File: config.mk
export PLATFORM = sky130hd
export DESIGN_NAME = i2s_rx
export DESIGN_NICKNAME = d
export VERILOG_FILES = /design/src/rtl/i2s_rx.sv
export SDC_FILE = /design/constraint.sdc
export NUM_CORES = 1
export LEC_CHECK = 0
export CORE_ASPECT_RATIO = 0.9
export CORE_MARGIN = 3
export CORE_UTILIZATION = 30
export DETAILED_ROUTE_END_ITERATION = 16
export PLACE_DENSITY_LB_ADDON = 0.15
export REMOVE_ABC_BUFFERS = 1
export SETUP_SLACK_MARGIN = 0.1
export SYNTH_ARGS = -nofsm -noshare
export SYNTH_HDL_FRONTEND = slang
export SYNTH_SLANG_ARGS = --single-unit
File: constraint.sdc
create_clock -name clk_74a -period 1.8 [get_ports clk_74a]
set_input_delay 0.18 -clock clk_74a [delete_from_list [all_inputs] [get_ports clk_74a]]
set_output_delay 0.18 -clock clk_74a [all_outputs]
set_load 0.02 [all_outputs]
File: src/rtl/i2s_rx.sv
// I2S receiver: recovers 16-bit left/right words from an asynchronous bit stream
// and presents each complete pair as a registered sample with lock tracking.
module i2s_rx #(
  parameter int CHANNEL_WIDTH  = 16,
  parameter int TIMEOUT_CYCLES = 256
) (
  input  logic                     clk_74a,
  input  logic                     reset,
  input  logic                     i2s_sclk,
  input  logic                     i2s_lrck,
  input  logic                     i2s_dat,
  output logic [CHANNEL_WIDTH-1:0] audio_l,
  output logic [CHANNEL_WIDTH-1:0] audio_r,
  output logic                     sample_valid,
  output logic                     locked,
  output logic                     frame_error
);

  localparam int                IDLE_W   = $clog2(TIMEOUT_CYCLES + 1);
  localparam logic [IDLE_W-1:0] IDLE_MAX = IDLE_W'(TIMEOUT_CYCLES);
  localparam logic [4:0]        FULL_CNT = 5'd16;
  localparam logic [4:0]        LAST_CNT = 5'd15;

  typedef enum logic [1:0] {HUNT, RX_LEFT, RX_RIGHT} state_t;

  state_t                   state;
  logic [2:0]               sync_q1;
  logic [2:0]               sync_q2;
  logic                     sclk_prev;
  logic                     lrck_prev;
  logic [4:0]               bit_cnt;
  logic [15:0]              shreg;
  logic [CHANNEL_WIDTH-1:0] held_l;
  logic [IDLE_W-1:0]        idle_cnt;

  logic        sclk_s;
  logic        lrck_s;
  logic        dat_s;
  logic        sclk_rise;
  logic        delay_bit;
  logic [15:0] word;
  logic        unused_bits;

  // Same two-flop synchronizer for all three pins, kept as one bundle.
  // NOTE: sequential state uses non-blocking assignments so every flop samples pre-edge values.
  always_ff @(posedge clk_74a) begin
    if (reset) begin
      sync_q1 <= '0;
      sync_q2 <= '0;
    end else begin
      sync_q1 <= {i2s_sclk, i2s_lrck, i2s_dat};
      sync_q2 <= sync_q1;
    end
  end

  assign sclk_s      = sync_q2[2];
  assign lrck_s      = sync_q2[1];
  assign dat_s       = sync_q2[0];
  assign sclk_rise   = sclk_s & ~sclk_prev;
  assign delay_bit   = sclk_rise & (lrck_s != lrck_prev);
  assign word        = {shreg[14:0], dat_s};
  assign unused_bits = ^{shreg[15], word};

  always_ff @(posedge clk_74a) begin
    if (reset) begin
      state        <= HUNT;
      sclk_prev    <= 1'b0;
      lrck_prev    <= 1'b0;
      bit_cnt      <= '0;
      shreg        <= '0;
      held_l       <= '0;
      idle_cnt     <= '0;
      audio_l      <= '0;
      audio_r      <= '0;
      sample_valid <= 1'b0;
      locked       <= 1'b0;
      frame_error  <= 1'b0;
    end else begin
      sclk_prev    <= sclk_s;
      sample_valid <= 1'b0;
      frame_error  <= 1'b0;

      if (sclk_rise) begin
        idle_cnt  <= '0;
        lrck_prev <= lrck_s;
        if (delay_bit) begin
          bit_cnt <= '0;
          shreg   <= '0;
          case (state)
            RX_LEFT, RX_RIGHT: begin
              if (bit_cnt == FULL_CNT) begin
                state <= lrck_s ? RX_RIGHT : RX_LEFT;
              end else begin
                // Short word: drop everything; a new left word may start right here.
                frame_error <= 1'b1;
                locked      <= 1'b0;
                held_l      <= '0;
                state       <= lrck_s ? HUNT : RX_LEFT;
              end
            end
            default: begin
              if (!lrck_s) state <= RX_LEFT;
            end
          endcase
        end else if (bit_cnt != FULL_CNT) begin
          shreg   <= word;
          bit_cnt <= bit_cnt + 5'd1;
          if (bit_cnt == LAST_CNT) begin
            case (state)
              RX_LEFT:  held_l <= word[15 -: CHANNEL_WIDTH];
              RX_RIGHT: begin
                audio_l      <= held_l;
                audio_r      <= word[15 -: CHANNEL_WIDTH];
                sample_valid <= 1'b1;
                locked       <= 1'b1;
              end
              default: ;
            endcase
          end
        end
      end else begin
        if (idle_cnt != IDLE_MAX) idle_cnt <= idle_cnt + 1'b1;
        // Lock drops on the cycle the idle count reaches the limit.
        if (idle_cnt == IDLE_MAX - 1'b1) begin
          locked <= 1'b0;
          state  <= HUNT;
        end
      end
    end
  end

endmodule

# Yosys cells after proc, flatten, opt, wreduce, memory -nomap -nowiden

Index checks and enable logic that the tools add are counted.

$add $sub $neg: 2
Equal/unequal tests: 17
Muxes and demuxes: 28
Bitwise gates (word level): 8
Reduce and logical (&&, ||, !) cells: 13

Operator list:

| kind                                          | count |
|---|---|
| 2-to-1 mux 16 bit                             | 6 |
| 2-to-1 mux 15 bit                             | 2 |
| 2-to-1 mux 2 bit                              | 7 |
| AND reduction 6 bit                           | 2 |
| 2-to-1 mux 1 bit                              | 11 |
| 2-to-1 mux 5 bit                              | 2 |
| adder 9 x 1 -> 9 bit, second input constant   | 1 |
| == test 9 x 8 -> 1 bit, second input constant | 1 |
| != test 3 x 1 -> 1 bit, second input constant | 3 |
| != test 9 bit, second input constant          | 1 |
| nonzero test 2 bit                            | 4 |
| != test 3 x 2 -> 1 bit, second input constant | 2 |
| inverter 1 bit                                | 6 |
| adder 5 x 1 -> 5 bit, second input constant   | 1 |
| == test 5 x 4 -> 1 bit, second input constant | 1 |
| == test 5 bit, second input constant          | 1 |
| != test 5 bit, second input constant          | 1 |
| AND reduction 5 bit                           | 1 |
| OR reduction 5 bit                            | 1 |
| != test 2 x 1 -> 1 bit, second input constant | 2 |
| OR reduction 2 bit                            | 2 |
| OR reduction 4 bit                            | 1 |
| != test 3 bit, second input constant          | 1 |
| AND reduction 3 bit                           | 1 |
| 6 further kinds                               | 7 |

Flip-flop bits (word level): 90
Input bits: 5
Output and inout bits: 35
Logic and storage cells: 82

# Longest topological paths before layout

Word-level depth: 6
Gate-level depth with buffers: 9
Mapped depth without buffers: 7

# Least setup slack after synthesis

Ideal clock, no wire load.

Path type: reg2reg
Start: register bit_cnt[0]
End: register state[1]
Library setup time: 0.131 ns
Arrival time: 1.655 ns
Required time: 1.669 ns
Setup slack: 0.014 ns
Stages on the path, launching flop included: 7
Buffers on the path: 0
Clock period less this slack: 1.786 ns
Path through: dfxtp_1 -> inv_1 -> ha_1 -> and4bb_2 -> or4b_2 -> a21oi_1 -> nor3b_1

Word-level cells in the longest chain between the ends: 5

Ends and longest elaborated chain:

| element                  | line | RTL |
|---|---|---|
| start: declaration       | 31   | `logic [4:0] bit_cnt;` |
| start signal: assignment | 107  | `bit_cnt <= bit_cnt + 5'd1;` |
| == test 5 bit            | 91   | `if (bit_cnt == FULL_CNT) begin` |
| 2-to-1 mux 2 bit         | 91   |  |
| 2-to-1 mux 2 bit         | 89   | `case (state)` |
| 2-to-1 mux 2 bit         | 86   | `if (delay_bit) begin` |
| 2-to-1 mux 2 bit         | 83   | `if (sclk_rise) begin` |
| end signal: assignment   | 92   | `state <= lrck_s ? RX_RIGHT : RX_LEFT;` |
| end signal: assignment   | 98   | `state <= lrck_s ? HUNT : RX_LEFT;` |
| end: declaration         | 26   | `state_t state;` |

Every way passes these cells. The select of a mux whose other input is x is not followed.
A chain may end at the register's enable or synchronous reset.

# Final worst setup path

Start: register bit_cnt[1]
End: register held_l[7]

Word-level cells in the longest chain between the ends: 3
Elaborated cells on any way between the ends: 7
Classes of those cells: eq/ne (4); reduce/logical (3)

Ends and longest elaborated chain:

| element                                                                     | line | RTL |
|---|---|---|
| == test 5 bit (tied with other cells)                                       | 91   |  |
| != test 2 bit (no source line) / nonzero test 2 bit (equally long branches) | -    |  |
| AND reduction 6 bit (no source line) (*)                                    | -    |  |
| end signal: assignment                                                      | 110  | `RX_LEFT: held_l <= word[15 -: CHANNEL_WIDTH];` |
| end: declaration                                                            | 33   | `logic [CHANNEL_WIDTH-1:0] held_l;` |

Mark *: on every way between the ends. The rest lies on a longest branch, timed or not.

==> qor.csv <==
stage,metric,value,unit
sta,endpoints failing hold,0,
final_layout,Area Overhead vs Synth,36.8,%
yosys,Mapped Area,3340,µm²
final_layout,# fillers,1067,
run_status,outcome,"finished, final reports clean",
yosys,Post-synth EDFFs,0,
floorplan,Core ar.,10600,µm²
detailed_routing,vias per inst,4.68,
floorplan,num ports,40,
yosys,sequential area share after synthesis,54.0,%
clock_tree,clock root buffer,clkbuf_16,
setup_path,"Max FO, Critical Path",8,
clock_tree,"Reg clk slew, reported paths",70,ps
yosys,leading area contributor after synthesis,dfxtp_1,
grt,first-pass GRT wire length,12600,µm
final_layout,Final #Nets,433,
place,placed insts,546,
yosys,"Avg Cell Area, Syn",9.10,µm²
place,IO Port Bufs,39,
setup_path,CP startpoint kind,flop,
sta,Max Clk Rate,0.580,GHz
clock_tree,clock sink count,90,
place,GP Congestion,0.768,
sta,Rel. slew slack,69.9,%
yosys,top post-synthesis cells by area,"dfxtp_1, nand2_1, a21oi_1, a22o_1, a22oi_1",
setup_path,CP Capture Type,flop,
setup_path,crit path DAT,1950,ps
sta,RSZ-0062 raised after global routing,true,
detailed_routing,vias,2684,
power_and_ir_drop,Leakage,1.59,nW
sta,Setup-failing EPs final,0,
detailed_routing,DR WL/cell,13.8,µm
sta,max-slew violations,0,
grt,GR Util All Layers,12.7,%
sta,Worst-Margin Slew,452,ps
final_layout,Non-Filler Instances,573,
clock_tree,Clock Tree Buf Depth,2,
detailed_routing,Post-route DRC,0,
final_layout,share of layout cells above drive strength 1,16.2,%
flow_run,Max Cap Viol,0,
floorplan,Die Ht,106,µm
setup_path,worst r2r src,bit_cnt[1],
detailed_routing,final wirelength,7930,µm
detailed_routing,drt first pass iters,5,
detailed_routing,initial drt markers,124,
yosys,post-synthesis register bit count,90,
yosys,"Async S/R FF share, synth",0,%
final_layout,# diodes,0,
clock_tree,CTS tree,done,
clock_tree,CTS buffer count,9,
sta,post-layout min period,1720,ps
sta,post-route clock period utilization,95.8,%
place,DPL Wire Length,4640,µm
min_path,min-delay src,reset,
setup_path,worst setup path startpoint,bit_cnt[1],
clock_tree,hold_buf cts,0,
grt,vias in the first global route,2574,
detailed_routing,Post-DRT Antenna Nets,0,
power_and_ir_drop,peak supply drop,0.492,mV
setup_path,CP Data Required Time,2030,ps
yosys,library cells used by synthesis,39,
grt,GRT overflow,0,
floorplan,Die Wd,117,µm
sta,Setup Skew,7.12,ps
floorplan,Initial Utilization,31.6,%
clock_tree,clk_lat worst skew,340,ps
grt,initial antenna violation count,0,
yosys,Post-Synthesis Cells,367,
yosys,Yosys warnings,0,
power_and_ir_drop,pwr/cell area,885,nW/µm²
floorplan,die area,12400,µm²
yosys,area share of the largest cell type after synthesis,54.0,%
grt,largest net degree at the start of global routing,46,
setup_path,"Worst Path Class, Setup",reg -> reg,
sta,Setup Total Neg Slack,0,ps
yosys,top_reg_cell synth,dfxtp_1,
yosys,top post-synthesis cells by count,"dfxtp_1, nand2_1, a21oi_1",
min_path,Hold WC Path Type,in -> reg,
clock_tree,htree depth,3,
yosys,cell with the most instances after synthesis,dfxtp_1,
floorplan,Core Rows,35,
[state kept, by name, summed over array words and instances (netlist names), 2 cells and up]
name / cells
audio_l: 16
audio_r: 16
held_l: 16
shreg: 15
idle_cnt: 9
bit_cnt: 5
sync_q1: 3
sync_q2: 3
state: 2
[stage by stage]
stage | cell area (µm²) | utilization (%) | hold WS [ps] | power, mW | setup slack, ps
after floorplan | 3240 | - | 249 | 2.12 | -297
after global placement | 3990 | 37.8 | 421 | 2.20 | 26.6
after detailed placement | 3990 | 37.8 | 427 | 2.20 | -15.3
after CTS | 4460 | 42.2 | 265 | 4.09 | 88.2
after global routing | 4570 | 43.3 | 292 | 4.18 | 21.6
final | 4570 | 43.3 | 266 | 4.04 | 75.6
[report_power, final]
part | switching (mW) | total, mW | internal, mW
Clock | 0.854 | 1.86 | 1.01
Sequential | 0.0143 | 2.02 | 2.00
Combinational | 0.0889 | 0.161 | 0.0719
[cells in the final DEF, fill, tap and decap left out, drive strengths merged, types with 8 or more instances in the layout]
master,count
dfxtp,90
nand2,77
a21oi,41
clkdlybuf4s50,38
nor2,28
buf,23
a22oi,16
a22o,15
clkbuf,13
inv,12
nor2b,9
ha,8
[worst paths after layout]
kind	endpoint	cells past startpoint	slack, ps
hold reg to reg	sync_q2[0]	1	440
setup / recovery	held_l[7]	9	80
setup reg to reg	held_l[7]	9	80
hold / removal	bit_cnt[0]	2	270
[worst max-delay path, stage by stage (launching register included)]
cell and delay [ps]:
dfxtp_4 370, ha_4 130, and3_4 200, ha_4 130
nand2_2 60, nand2_2 80, a41oi_2 130, buf_4 180
buf_12 130, a22o_1 200
[cell type report]
type	instances	area, µm²	area share (%)
tap	148	185	4.05
multi-input combinational	246	1500	32.9
sequential	90	1810	39.7
clock inverter	6	57.6	1.26
timing repair buffer	65	741	16.2
clock buffer	10	239	5.23
inverter	8	30.0	0.657
[metal layers]
metal  global-route usage, %  vias to the layer above  share of wire (%)
met5                       0                        -                  0
met4                    4.42                        0                1.3
met3                    2.85                        8                4.1
met2                    18.9                       56                 43
met1                    18.0                     1260                 51
li1                        -                     1360                  -
[kinds of logic (layout without fill, tap and decap cells)]
family | Yosys count | count (layout) | share of synthesized area [%]
AOI/OAI and AO/OA | 79 | 79 | 15.2
xor gates and xnor gates | 9 | 9 | 2.59
adders and majority gates | 8 | 8 | 3.00
muxes | 2 | 2 | 0.600
and+or+nand+nor | 148 | 148 | 20.7
DFF | 90 | 90 | 54.0
buffers and inverters | 31 | 89 | 3.97
[what timing repair did]
action                     CTS  global route
gates cloned                 2             4
pin swaps                   21             3
gates resized for setup     24             8
setup endpoints to repair   64            59
hold endpoints to repair     0             0
setup buffers                4             1
Note: power is estimated with default switching activity, not from simulation.
==> patch 1, RTL diff (config.mk and constraints unchanged) <==
Register the output `frame_error` once more, without a reset; this adds one clock of latency there. The other outputs are not delayed to match.
--- a/src/rtl/i2s_rx.sv
+++ b/src/rtl/i2s_rx.sv
@@ -22,6 +22,8 @@
   localparam logic [4:0]        LAST_CNT = 5'd15;
 
   typedef enum logic [1:0] {HUNT, RX_LEFT, RX_RIGHT} state_t;
+
+  logic frame_error_s0;
 
   state_t                   state;
   logic [2:0]               sync_q1;
@@ -74,11 +76,11 @@
       audio_r      <= '0;
       sample_valid <= 1'b0;
       locked       <= 1'b0;
-      frame_error  <= 1'b0;
+      frame_error_s0 <= 1'b0;
     end else begin
       sclk_prev    <= sclk_s;
       sample_valid <= 1'b0;
-      frame_error  <= 1'b0;
+      frame_error_s0 <= 1'b0;
 
       if (sclk_rise) begin
         idle_cnt  <= '0;
@@ -92,7 +94,7 @@
                 state <= lrck_s ? RX_RIGHT : RX_LEFT;
               end else begin
                 // Short word: drop everything; a new left word may start right here.
-                frame_error <= 1'b1;
+                frame_error_s0 <= 1'b1;
                 locked      <= 1'b0;
                 held_l      <= '0;
                 state       <= lrck_s ? HUNT : RX_LEFT;
@@ -129,5 +131,9 @@
     end
   end
 
+  always_ff @(posedge clk_74a) begin
+    frame_error <= frame_error_s0;
+  end
+
 endmodule
 
Function: changed (Yosys sat finds a counterexample within 10 cycles, from zero or initial values and one cycle with reset high).
==> patch 1 against the original RTL <==
Wire length increased by 1.8%; sequential cell count rose by 1; setup slack got worse by 0.019 ns; power shrank 3.2%; die area up 0.57%; area after synthesis rose by 0.60%; final area grew 4.3%; critical endpoint is now held_l[1]; largest power group unchanged.
==> patch 1: results (changes against the original RTL) <==
drt:
  vias_per_cell: 4.62  # -1.5%
  drtIter0Drc: 94  # -24%
  drt_pass1_iterations: 4  # -1
  avgRoutedWirePerCell_um: 13.9  # +0.25%
  vias: 2686  # +0.075%
critical_path:
  crit_path_top_delay_cell: "dfxtp_4"
  cp_top_family: "buffers and inverters"
  worstPathMaxFanout: 7  # -1
  arrival_ns: 2.03  # +0.08 ns
synthesis:
  ys_seq_area_share_pct: 54.2  # +0.27 points
  syn_area_per_cell_um2: 9.13  # +0.33%
  synthTopCellsByCount: "dfxtp_1 (91), nand2_1 (77), a21oi_1 (41)"
  synth_cell_types: 39  # unchanged
  synth.area.top_cells: "dfxtp_1 (54%), nand2_1 (8.6%), a21oi_1 (6.1%), a22o_1 (3.9%), a22oi_1 (3.6%)"
grt:
  grt_pass1_vias: 2632  # +2.3%
  grt_pass1_wl_mm: 13.0  # +3.2%
  track_usage_pct: 12.9  # +0.20 points
placed_design:
  place_congestion: 0.737  # -3.9%
  pre_cts_slack_ns: 0.00699  # +0.0223 ns
  placedCellCount: 554  # +1.5%
  place_area_um2: 4020  # +0.56%
  hpwl_mm: 4.63  # -0.13%
power:
  max-vdd-ir-drop_mv: 0.460  # -6.6%
  p_leak_uw: 0.00163  # +2.2%
  swShare_pct: 21.8  # -1.8 points
final_layout:
  fill_cells: 1065  # -0.19%
  final_nets: 439  # +1.4%
  regArea_um2: 1830  # +0.83%
sta:
  maxSlewHeadroom_pct: 62.4  # -7.5 points
  clock_skew_ns: 0.00321  # -0.00391 ns
clocking:
  cts.htree.levels: 3  # unchanged
outcome:
  status: "finished, final reports clean"
==> patch 1: cell types whose count changed in the layout (fill, tap and decap cells not counted), sizes merged <==
cell / change
inv: -4
dfxtp: +1
clkinv: +2
clkbuf: +1
bufbuf: -1
buf: +6
==> patch 1: routing by layer <==
layer,up-vias,wire length [um],GRT usage (%)
met5,-,0,0
met4,0,118,4.52
met3,10,236,3.40
met2,34,3730,20.6
met1,1277,3990,17.0
li1,1365,-,-
==> patch 1: worst paths after layout <==
| path | from | endpoint | slack (ns) | depth (start not counted) |
|---|---|---|---|---|
| min | reset | sample_valid | 0.31 | 2 |
| max | bit_cnt[0] | held_l[1] | 0.06 | 9 |
| max reg2reg | bit_cnt[0] | held_l[1] | 0.06 | 9 |
| min reg2reg | frame_error_s0 | frame_error | 0.33 | 0 |
==> patch 1: repair_timing <==
item | 4_1_cts | 5_1_grt
hold buffers | 0 | 0
pin swaps | 1 | 33
cloned | 3 | 3
resized for setup | 23 | 57
buffers inserted | 5 | 2
endpoints found under the setup margin | 49 | 67
==> patch 1: final cells by class <==
class | count | share of cell area (%)
Multi-Input combinational cell | 246 | 34.8
Tap cell | 152 | 3.99
Timing Repair Buffer | 70 | 16.4
Sequential cell | 91 | 38.4
Clock buffer | 11 | 5.10
Clock inverter | 4 | 0.578
Inverter | 8 | 0.683
==> patch 1: kinds of logic after synthesis <==
logic type	Yosys count	synth area share, %
DFF	91	54.2
and+or+nand+nor	148	20.6
xor gates and xnor gates	9	2.57
muxes	2	0.596
AOI/OAI and AO/OA	79	15.1
buffers and inverters	31	3.95
adders and majority gates	8	2.98
==> patch 1: power groups by stage <==
stage	clock network [uW]	logic, uW	registers (uW)
finish	1710	157	2040
global route	1850	172	2040
floorplan	0	58.9	2080
global placement	0	132	2090
CTS	1770	139	2040
detailed placement	0	132	2090
==> patch 2, RTL diff (config.mk and constraints unchanged) <==
Made on the original files. Set the parameter `TIMEOUT_CYCLES` to 512 (it was 256).
--- a/src/rtl/i2s_rx.sv
+++ b/src/rtl/i2s_rx.sv
@@ -2,7 +2,7 @@
 // and presents each complete pair as a registered sample with lock tracking.
 module i2s_rx #(
   parameter int CHANNEL_WIDTH  = 16,
-  parameter int TIMEOUT_CYCLES = 256
+  parameter int TIMEOUT_CYCLES = 512
 ) (
   input  logic                     clk_74a,
   input  logic                     reset,
Behaviour: no difference found for any inputs over 10 cycles, from zero or initial values and one cycle with reset high; that may be too few to reach the edited logic, so the function may still have changed.
==> patch 2 against the original RTL <==
The run now ends with setup timing left; non-clock buffer count rose by 5; final area grew 8.4%; clock power up 12%; clock skew about the same; core utilization fell by 1.0 points; power increased by 5.6%; setup slack lost 0.12 ns; count of clock-buffer cells in the layout is 1 higher; sequential cell count rose by 1; wire length rose by 1.7%; area after synthesis up 10%; critical path type unchanged; critical endpoint is now audio_r[15]; largest power group is now clock.
==> patch 2: results (changes against the original RTL) <==
grt:
  grt_pass1_wl_mm: 13.8  # +9.2%
  track_usage_pct: 12.7  # -0.060 points
  grt_pass1_vias: 2837  # +10%
final_layout:
  fill_cells: 1151  # +7.9%
  final_nets: 472  # +9.0%
  clk_share_pct: 6.77  # +0.28 points
  inv_count: 7  # -1
  regArea_um2: 1830  # +0.97%
  clkbuf_count: 11  # +1
  multi_input_cells: 281  # +14%
  fin_cells: 621  # +8.4%
power:
  max-vdd-ir-drop_mv: 0.543  # +10%
  p_leak_uw: 0.00178  # +12%
  switchingPower_uw: 881  # -7.9%
  clockPowerShare_pct: 48.7  # +2.6 points
synthesis:
  synthTopCellsByCount: "dfxtp_1 (91), nand2_1 (79), nor2_1 (35)"
  synth_compound_area_share_pct: 11.3  # -3.9 points
  synth-adder-area-share_pct: 2.38  # -0.62 points
  synthMuxAreaShare_pct: 4.93  # +4.3 points
  syn-instance-count: 403  # +9.8%
  synth_xor_area_share_pct: 3.13  # +0.54 points
  ys_seq_area_share_pct: 49.5  # -4.5 points
hold_path:
  holdPathStages: 3  # +1
sta:
  fin_ws_ns: -0.0439  # -0.120 ns
  setup_violations: 36  # +36
  fin_hold_ws_ns: 0.282  # +0.0161 ns
critical_path:
  cp_top_family: "simple AND/OR/NAND/NOR gates"
  crit_start: "bit_cnt[0]"
  critPathMaxStageDelay_ns: 0.50  # +0.13 ns
  arrival_ns: 2.05  # +0.10 ns
drt:
  drt-total-wl_mm: 8.07  # +1.7%
  vias: 2805  # +4.5%
outcome:
  violations: "setup timing"
  status: "finished with violations"
placed_design:
  pre_cts_slack_ns: -0.0898  # -0.0745 ns
  placedCellCount: 599  # +9.7%
==> patch 2: changes by cell type after synthesis, sizes merged, moves of 3 or more <==
cell,unedited run,this run
nand2b,4,21
a22o,15,0
mux2i,2,17
nand2,77,87
nor2,28,35
and2,1,5
a21oi,41,38
==> patch 2: how the worst max path moves through the flow <==
stage	slack [ns]	end
after floorplan	-0.36	audio_l[10]
final	-0.04	audio_r[15]
after global routing	-0.13	audio_r[9]
after CTS	-0.03	audio_r[15]
after global placement	-0.05	audio_r[11]
after detailed placement	-0.09	audio_r[11]
==> patch 2: repair_timing <==
action,CTS,global route
gates cloned,1,2
gates resized for setup,31,22
endpoints found under the setup margin,49,68
pin swaps,13,8
buffers inserted,2,1
==> patch 2: logic make-up (layout without fill, tap and decap cells) <==
| family | after synthesis | count (layout) |
|---|---|---|
| AND/OR/NAND/NOR | 183 | 183 |
| AO/OA/AOI/OAI | 62 | 62 |
| flip-flops | 91 | 91 |
| buffers and inverters | 31 | 93 |
| adder cells (fa/ha/maj) | 7 | 7 |
| XOR/XNOR | 11 | 11 |
| multiplexers | 18 | 18 |
==> patch 2: routing by layer <==
| metal | track usage [%] | vias up | share of wire [%] |
|---|---|---|---|
| met5 | 0 | - | 0 |
| met1 | 16.8 | 1298 | 49 |
| met2 | 19.3 | 41 | 45 |
| li1 | - | 1453 | - |
| met3 | 3.62 | 13 | 3.2 |
| met4 | 4.85 | 0 | 2.1 |
==> patch 2: through the flow <==
step                      utilization, %  TNS, ns  cell area (um^2)  total power (uW)
final                               42.3   -0.790              4950              4270
after global routing                42.3    -3.74              4950              4440
after CTS                           41.2   -0.379              4830              4330
after detailed placement            37.0    -2.25              4330              2220
after global placement              37.0    -1.08              4330              2220
after floorplan                        -   -14.62              3540              2140
